==> config.mk <==
export PLATFORM = sky130hd
export DESIGN_NAME = seq_divider64
export DESIGN_NICKNAME = d
export VERILOG_FILES = /design/src/rtl/seq_divider64.sv
export SDC_FILE = /design/constraint.sdc
export NUM_CORES = 1
export LEC_CHECK = 0
export CORE_MARGIN = 2
export CORE_UTILIZATION = 60
export CTS_BUF_LIST = sky130_fd_sc_hd__clkbuf_4
export CTS_CLUSTER_SIZE = 20
export DETAILED_ROUTE_END_ITERATION = 10
export GPL_ROUTABILITY_DRIVEN = 0
export PLACE_DENSITY = 0.89
export SYNTH_ARGS = -nofsm -noshare
export SYNTH_HDL_FRONTEND = slang
export SYNTH_SLANG_ARGS = --single-unit
==> constraint.sdc <==
create_clock -name clk -period 13.6 [get_ports clk]
set_input_delay 2.72 -clock clk [delete_from_list [all_inputs] [get_ports clk]]
set_output_delay 2.72 -clock clk [all_outputs]
set_load 0.005 [all_outputs]
==> src/rtl/seq_divider64.sv <==
// Sequential radix-2 restoring divider: 2*WIDTH-bit dividend / WIDTH-bit divisor,
// one quotient bit per clock, start/done handshake.
module seq_divider64 #(
  parameter int WIDTH = 32
) (
  input  logic                 clk,
  input  logic                 rst,
  input  logic                 start,
  input  logic [2*WIDTH-1:0]   dividend,
  input  logic [WIDTH-1:0]     divisor,
  output logic                 busy,
  output logic                 done,
  output logic                 dbz,
  output logic [2*WIDTH-1:0]   quotient,
  output logic [WIDTH-1:0]     remainder
);

  localparam int CW = $clog2(2 * WIDTH);
  localparam logic [CW-1:0] COUNT_INIT = CW'(2 * WIDTH - 1);

  typedef enum logic [1:0] {
    IDLE = 2'd0,
    RUN  = 2'd1,
    DONE = 2'd2
  } state_t;

  state_t             state;
  logic [2*WIDTH-1:0] q_sh;
  logic [WIDTH-1:0]   rem_r;
  logic [WIDTH-1:0]   dvs;
  logic [CW-1:0]      count;

  // The partial remainder stays below the divisor, so only the shifted value
  // needs the extra bit; the difference fits back into WIDTH bits.
  logic [WIDTH:0]     r_shift;
  logic               r_ge;
  logic [WIDTH-1:0]   r_diff;
  logic [WIDTH-1:0]   r_next;
  logic [2*WIDTH-1:0] q_next;

  always_comb begin
    r_shift = {rem_r, q_sh[2*WIDTH-1]};
    r_ge    = (r_shift >= {1'b0, dvs});
    r_diff  = r_shift[WIDTH-1:0] - dvs;
    r_next  = r_ge ? r_diff : r_shift[WIDTH-1:0];
    q_next  = {q_sh[2*WIDTH-2:0], r_ge};
  end

  always_ff @(posedge clk or posedge rst) begin
    if (rst) begin
      state     <= IDLE;
      busy      <= 1'b0;
      done      <= 1'b0;
      dbz       <= 1'b0;
      quotient  <= '0;
      remainder <= '0;
      q_sh      <= '0;
      rem_r     <= '0;
      dvs       <= '0;
      count     <= '0;
    end else begin
      case (state)
        IDLE, DONE: begin
          done <= 1'b0;
          if (start) begin
            if (divisor == '0) begin
              quotient  <= '1;
              remainder <= dividend[WIDTH-1:0];
              dbz       <= 1'b1;
              done      <= 1'b1;
              state     <= DONE;
            end else begin
              q_sh  <= dividend;
              rem_r <= '0;
              dvs   <= divisor;
              count <= COUNT_INIT;
              busy  <= 1'b1;
              state <= RUN;
            end
          end else begin
            state <= IDLE;
          end
        end

        RUN: begin
          q_sh  <= q_next;
          rem_r <= r_next;
          count <= count - CW'(1);
          if (count == '0) begin
            quotient  <= q_next;
            remainder <= r_next;
            dbz       <= 1'b0;
            done      <= 1'b1;
            busy      <= 1'b0;
            state     <= DONE;
          end
        end

        default: begin
          busy  <= 1'b0;
          done  <= 1'b0;
          state <= IDLE;
        end
      endcase
    end
  end

endmodule

==> results of run 1 <==
through the flow:
stage,total power (W),instance area [µm²],hold WS (ps),instances,utilization
detailed placement,0.003538,14060,470.7,1723,0.7178
finish,0.004204,14800,486.9,1827,0.7553
floorplan,0.002787,12040,449.7,1344,-
global route,0.004479,14800,506.1,1827,0.7553
global placement,0.003430,14060,460.4,1723,0.7178
CTS,0.004144,14790,490.2,1826,0.7551
flip-flops by register name, summed over array words and instances, names as in the netlist:
register and flops:
count 6, rem_r 32, dvs 32, remainder 32, q_sh 64, done 1, quotient 64, busy 1
dbz 1, state 1
cells in the mapped netlist (all sizes together) (5+ instances only):
library cell | number | area, µm²
and2 | 7 | 43.79
ha | 34 | 425.4
clkbuf | 76 | 285.3
inv | 44 | 165.2
o22a | 65 | 569.3
a31oi | 74 | 469.2
nand2 | 228 | 855.8
o22ai | 6 | 37.54
a21oi | 54 | 281.5
nand3 | 88 | 440.4
mux2i | 6 | 60.06
nor4 | 13 | 81.33
xnor2 | 15 | 131.4
a21o | 18 | 135.1
xor2 | 7 | 61.31
o21ai | 85 | 425.4
a211oi | 9 | 72.57
and3 | 14 | 87.58
nor2b | 9 | 56.30
buf | 18 | 133.9
nand2b | 5 | 31.28
nor2 | 105 | 394.1
dfrtp | 234 | 5856
nor3 | 39 | 195.2
or3 | 10 | 62.56
o31ai | 18 | 140.1
o21a | 5 | 37.54
worst paths after layout:
| kind | from | to | slack [ps] | cells past startpoint |
|---|---|---|---|---|
| worst max-delay path | divisor[9] | remainder[7] | 8120 | 11 |
| worst min-delay path | remainder[6] | remainder[6] | 490 | 2 |
| worst max register to register | rem_r[20] | rem_r[15] | 9250 | 10 |
| worst min register to register | remainder[6] | remainder[6] | 490 | 2 |
| max in group asynchronous | rst | q_sh[19] | 9270 | 3 |
| min in group asynchronous | rst | q_sh[38] | 2610 | 2 |
routing by layer:
metal / up-vias / wire (µm) / global-route usage
li1: 5201 / - / -
met1: 5555 / 14200 / 0.4598
met2: 667 / 16090 / 0.4967
met3: 98 / 3826 / 0.07900
met4: 0 / 1186 / 0.1181
met5: - / 0 / 0
final cells by class:
class,instances,area share
clock inverters,20,0.007357
well taps,265,0.02241
inverters,44,0.01167
multi-input cells,972,0.3817
repair buffers,208,0.1389
diodes,1,0.0001691
clock buffers,83,0.04211
flip-flops and latches,234,0.3958
kinds of logic (layout without fill, tap and decap cells):
kind of cell / Yosys count / after routing / synth area share
and+or+nand+nor: 532 / 532 / 0.1953
AOI/OAI and AO/OA: 376 / 376 / 0.2111
DFF: 234 / 234 / 0.4862
buffers and inverters: 138 / 355 / 0.04852
adders and majority gates: 35 / 35 / 0.03698
xor gates and xnor gates: 22 / 22 / 0.01600
muxes: 7 / 7 / 0.005922
other: 0 / 1 / 0
power groups by stage:
stage	Sequential, W	Clock (W)	Combinational [W]
after global placement	0.00125	0	0.00218
after detailed placement	0.00127	0	0.00227
after floorplan	0.00121	0	0.00158
after CTS	0.00126	0.000596	0.00229
final	0.00127	0.000592	0.00234
after global routing	0.00130	0.000634	0.00254
critical path, delay by kind of cell:
family,cells,cell delay (ps)
AO/OA/AOI/OAI,3,670
buffers and inverters,5,1800
AND/OR/NAND/NOR,3,830
==> summary.md, run 1 <==
| Metric | Value |
|---|---|
| Status | completed |
| Post-synth net total | 1478 |
| Die area | 21220 µm² |
| FP Rows | 51 |
| Synth cell types | 66 |
| Share of cells above drive strength 1 | 0.07751 |
| Core ar. | 19590 µm² |
| Most used DFF post-synth | dfrtp_1 |
| Vias per Instance | 6.306 |
| Switching share of power | 0.4490 |
| Residual DRC | 0 |
| Largest net degree at the start of global routing | 150 |
| Post-DP HPWL | about 24000 µm |
| Total Routing Usage GR | 0.3262 |
| Mean Syn Cell Area | 8.961 µm² |
| Antenna-violating nets left | 0 |
| Ys async rst share | 1.000 |
| Post-cts resize count | 0 |
| Mapped Area | around 12000 µm² |
| CP Capture Type | flop |
| Max-slew headroom | 0.2560 |
| Fin crit period | 5480 ps |
| Global-route wire length before repair | 56370 µm |
| Worst path slowest cell | buf_4 |
| Gate power share | 0.557 |
| Post-CTS Setup Bufs | 0 |
| # clock sinks | 234 |
| Maximum fanout along the worst path | 92 |
| Clock transition at the registers of the reported paths | around 70 ps |
| Net count, final | 1652 |
| Slew @ Worst Pin | 1116 ps |
| Initial Util | 0.6148 |
| Final WL | 35310 µm |
| Required time of the critical path | 14170 ps |
| DRT Pass-1 Iters | 6 |
| Clk_lat worst skew | 710 ps |
| Max frequency | around 0.18 GHz |
| Setup Viol. Count Final | 0 |
| Total gr overflow | 0 |
| Sequential area share after synthesis | 0.4862 |
| Die height | 145.7 µm |
| Commonest non-fill, non-tap cell in the layout | dfrtp_1 |
| Worst Hold Class | reg -> reg |
| CTS tree | done |
| DR iter-0 viols | 1267 |
| Routed vias | roughly 12000 |
| CP Cell Sequence | clkdlybuf4s50_1 > nor4_1 > nand2_1 > nor4_1 > buf_4 > a21oi_2 > buf_4 > inv_2 > buf_4 > o21ai_0 > o31ai_1 |
| Antenna violations before repair | 1 |
| Cell repeated most along the worst path | buf_4 |
| Crit path largest cell delay | 760 ps |
| Reg power frac | 0.302 |
| Layout Area Growth over Synthesis | 22.84% |
| Switching pwr | 0.001888 W |
| Number of global-route vias before repair | 10720 |
| CP Launch Type | input pin |
| CTS Buf Count | 58 |
| Max cap viols | 0 |
| Internal | around 0.0023 W |
| Setup TNS | 0 ps |
| Ports | 198 |
| Pwr dens | 284.1 nW/µm² |
| Synth Register Bits | 234 |
| Clock power frac | 0.141 |
| Final Cycle Share | 0.4029 |
| CTS hold repair buffers | 0 |
| CTS Buffer Depth | 3 |
| Max-slew violations | 0 |
| Layout fillers | 1377 |
| Maximum vdd drop | 162.6 µV |
| Yosys warns | 0 |
| RSZ-0062 raised after global routing | false |
| Routed len/inst | between 15 and 20 µm |
| Post-synthesis cell count | between 1000 and 1500 |
| Fin worst setup slack | between 8000 and 9000 ps |
| Critical path type | in -> reg |
| H-tree Lvls | 2 |
| Hold Vio Cnt, Final | 0 |
| EDFF count, synth | 0 |
| DIE WIDTH | 145.7 µm |
| Pleak | ~6.5 nW |
| CTS root buf | clkbuf_4 |
| Worst path arrival time | 6050 ps |
| Worst Skew | 52.96 ps |
| Multi-input gate area | approximately 5600 µm² |
| Seq. cell area | 5856 µm² |
| Most frequent cells in the layout | dfrtp_1 (234), nand2_1 (228), clkdlybuf4s50_1 (197), nor2_1 (105), nand3_1 (88) |
| Pre-CTS setup slack | 7452 ps |
| # port buffers | approximately 200 |
Note: power is estimated with default switching activity, not from simulation.
==> inputs of run 2 (changes only) <==
--- a/config.mk
+++ b/config.mk
@@ -6,12 +6,12 @@
 export NUM_CORES = 1
 export LEC_CHECK = 0
 export CORE_MARGIN = 2
-export CORE_UTILIZATION = 60
+export CORE_UTILIZATION = 50
 export CTS_BUF_LIST = sky130_fd_sc_hd__clkbuf_4
 export CTS_CLUSTER_SIZE = 20
 export DETAILED_ROUTE_END_ITERATION = 10
 export GPL_ROUTABILITY_DRIVEN = 0
-export PLACE_DENSITY = 0.89
+export PLACE_DENSITY = 0.8
 export SYNTH_ARGS = -nofsm -noshare
 export SYNTH_HDL_FRONTEND = slang
 export SYNTH_SLANG_ARGS = --single-unit
==> constraint.sdc (replaced) <==
create_clock -name clk -period 4.8 [get_ports clk]
set_input_delay 0.96 -clock clk [delete_from_list [all_inputs] [get_ports clk]]
set_output_delay 0.96 -clock clk [all_outputs]
set_load 0.005 [all_outputs]
==> summary.md, run 2 (synthesis gave the netlist of run 1 again) <==
| Metric | Value |
|---|---|
| Post-DP HPWL | 24360 µm (+1.2%) |
| Dpl cells | 1786 (+3.7%) |
| Core ar. | 23540 µm² (+20%) |
| Max frequency | about 0.26 GHz |
| Reg-to-reg slack, setup | 910 ps (-8340 ps) |
| Net count, final | 1661 (+0.54%) |
| Total power | 0.01183 W (+180%) |
| Commonest non-fill, non-tap cell in the layout | dfrtp_1 |
| Maximum fanout along the worst path | 24 (-74%) |
| Worst path arrival time | 4480 ps (-1570 ps) |
| Share of cells above drive strength 1 | 0.08429 (+0.006777) |
| Final Cycle Share | 0.8113 |
| Fin worst setup slack | 905.9 ps (-7215 ps) |
| Pleak | 6.584 nW (+0.81%) |
| # port buffers | 197 (unchanged) |
| Slew @ Worst Pin | 998.2 ps (-117.8 ps) |
| Status | completed |
| Largest net degree at the start of global routing | 89 (-41%) |
| Vias per Instance | 5.959 (-5.5%) |
| Worst Hold Class | reg -> reg |
| Number of global-route vias before repair | 10480 (-2.3%) |
| CP Launch Type | flop |
| Total gr overflow | 0 (unchanged) |
| Fin crit period | between 3000 and 4000 ps |
| Maximum vdd drop | 355.7 µV (+120%) |
| Global-route wire length before repair | 56140 µm (-0.40%) |
| Layout Area Growth over Synthesis | 24.31% |
| Post-cts resize count | 0 (unchanged) |
| Setup Viol. Count Final | 0 (unchanged) |
| CTS Buf Count | 58 (unchanged) |
| CP Capture Type | flop |
| Pre-CTS setup slack | 966.6 ps (-6486 ps) |
| RSZ-0062 raised after global routing | false |
| H-tree Lvls | 2 (unchanged) |
| Max-slew headroom | 0.3346 (+0.07852) |
| Largest registers | q_sh x64, quotient x64 |
| Post-CTS Setup Bufs | 0 (unchanged) |
| # clock sinks | 234 (unchanged) |
| Max cap viols | 0 (unchanged) |
| Pwr dens | 789.9 nW/µm² (+180%) |
| CTS Buffer Depth | 3 (unchanged) |
| Most frequent cells in the layout | dfrtp_1 (234), nand2_1 (228), clkdlybuf4s50_1 (197), nor2_1 (105) |
| Clock transition at the registers of the reported paths | 70 ps (about the same) |
| CTS tree | done |
| Critical path type | reg -> reg |
| Residual DRC | 0 (unchanged) |
| CTS root buf | clkbuf_4 |
| DRT Pass-1 Iters | 7 (+1) |
| Die height | 159.2 µm (+9.3%) |
| Clk_lat worst skew | 710 ps (about the same) |
| Total Routing Usage GR | 0.2713 (-0.05492) |
| FP Rows | 56 (+9.8%) |
| Final cell count without fillers | 1887 (+3.3%) |
| Antenna-violating nets left | 0 (unchanged) |
| Final Core Density | 0.6359 (-0.1193) |
| Worst Skew | 51.01 ps (-1.950 ps) |
| Hold Vio Cnt, Final | 0 (unchanged) |
| Die area | 25350 µm² (+19%) |
| DIE WIDTH | 159.2 µm (+9.3%) |
| Antenna violations before repair | 2 (+1) |
| Routed vias | 11240 (-2.4%) |
| Max-slew violations | 0 (unchanged) |
| DR iter-0 viols | 1114 (-12%) |
| Setup TNS | 0 ps (unchanged) |
| Ports | 198 (unchanged) |
| Routed len/inst | 18.24 µm (-5.6%) |
| Initial Util | 0.5116 (-0.1032) |
| Final WL | 34420 µm (-2.5%) |
| Required time of the critical path | 5380 ps (-8790 ps) |
| CTS hold repair buffers | 0 (unchanged) |
==> run 2: layer usage <==
| layer | wire length (µm) | global-route usage |
|---|---|---|
| met1 | 14910 | 0.4006 |
| met2 | 15070 | 0.4002 |
| met4 | 956 | 0.09050 |
| met3 | 3458 | 0.05626 |
| met5 | 12 | 0 |
==> run 2: final cells by class <==
class | instances | area [µm²]
fillers | 2028 | 8571
flip-flops and latches | 234 | 5856
multi-input cells | 972 | 5647
repair buffers | 217 | 2185
clock buffers | 88 | 660.6
well taps | 319 | 399.1
inverters | 44 | 168.9
clock inverters | 11 | 51.30
diodes | 2 | 5.005
==> run 2: metrics by stage <==
stage | instance area (µm²) | hold slack [ps]
2_1_floorplan | 12050 | 449.7
3_3_place_gp | 14250 | 461.8
3_5_place_dp | 14250 | 463.2
4_1_cts | 14970 | 477.6
5_1_grt | 14970 | 499.3
6_report | 14970 | 476.4
==> run 2: where the power goes <==
part           leakage, nW  internal, W  switching (W)  total, W
clock network        0.427     0.000828       0.000781   0.00161
registers             2.80      0.00290       0.000682   0.00358
logic                 3.36      0.00286        0.00378   0.00664
==> run 2: worst max-delay path, stage by stage (launching register included) <==
cell     delay [ps]
dfrtp_1         410
ha_1            480
nand3_1         150
or4_1           520
nor4_1          270
or3_1           180
o22a_1          260
a31o_1          860
buf_12          260
nor3_1           60
o41ai_1         360
==> run 2: final timing paths <==
| kind | startpoint | to | cells past startpoint |
|---|---|---|---|
| hold / removal | remainder[14] | remainder[14] | 2 |
| max in group asynchronous | rst | dvs[25] | 3 |
| hold reg to reg | remainder[14] | remainder[14] | 2 |
| setup reg to reg | rem_r[20] | remainder[4] | 10 |
| min in group asynchronous | rst | quotient[39] | 2 |
| setup / recovery | rem_r[20] | remainder[4] | 10 |
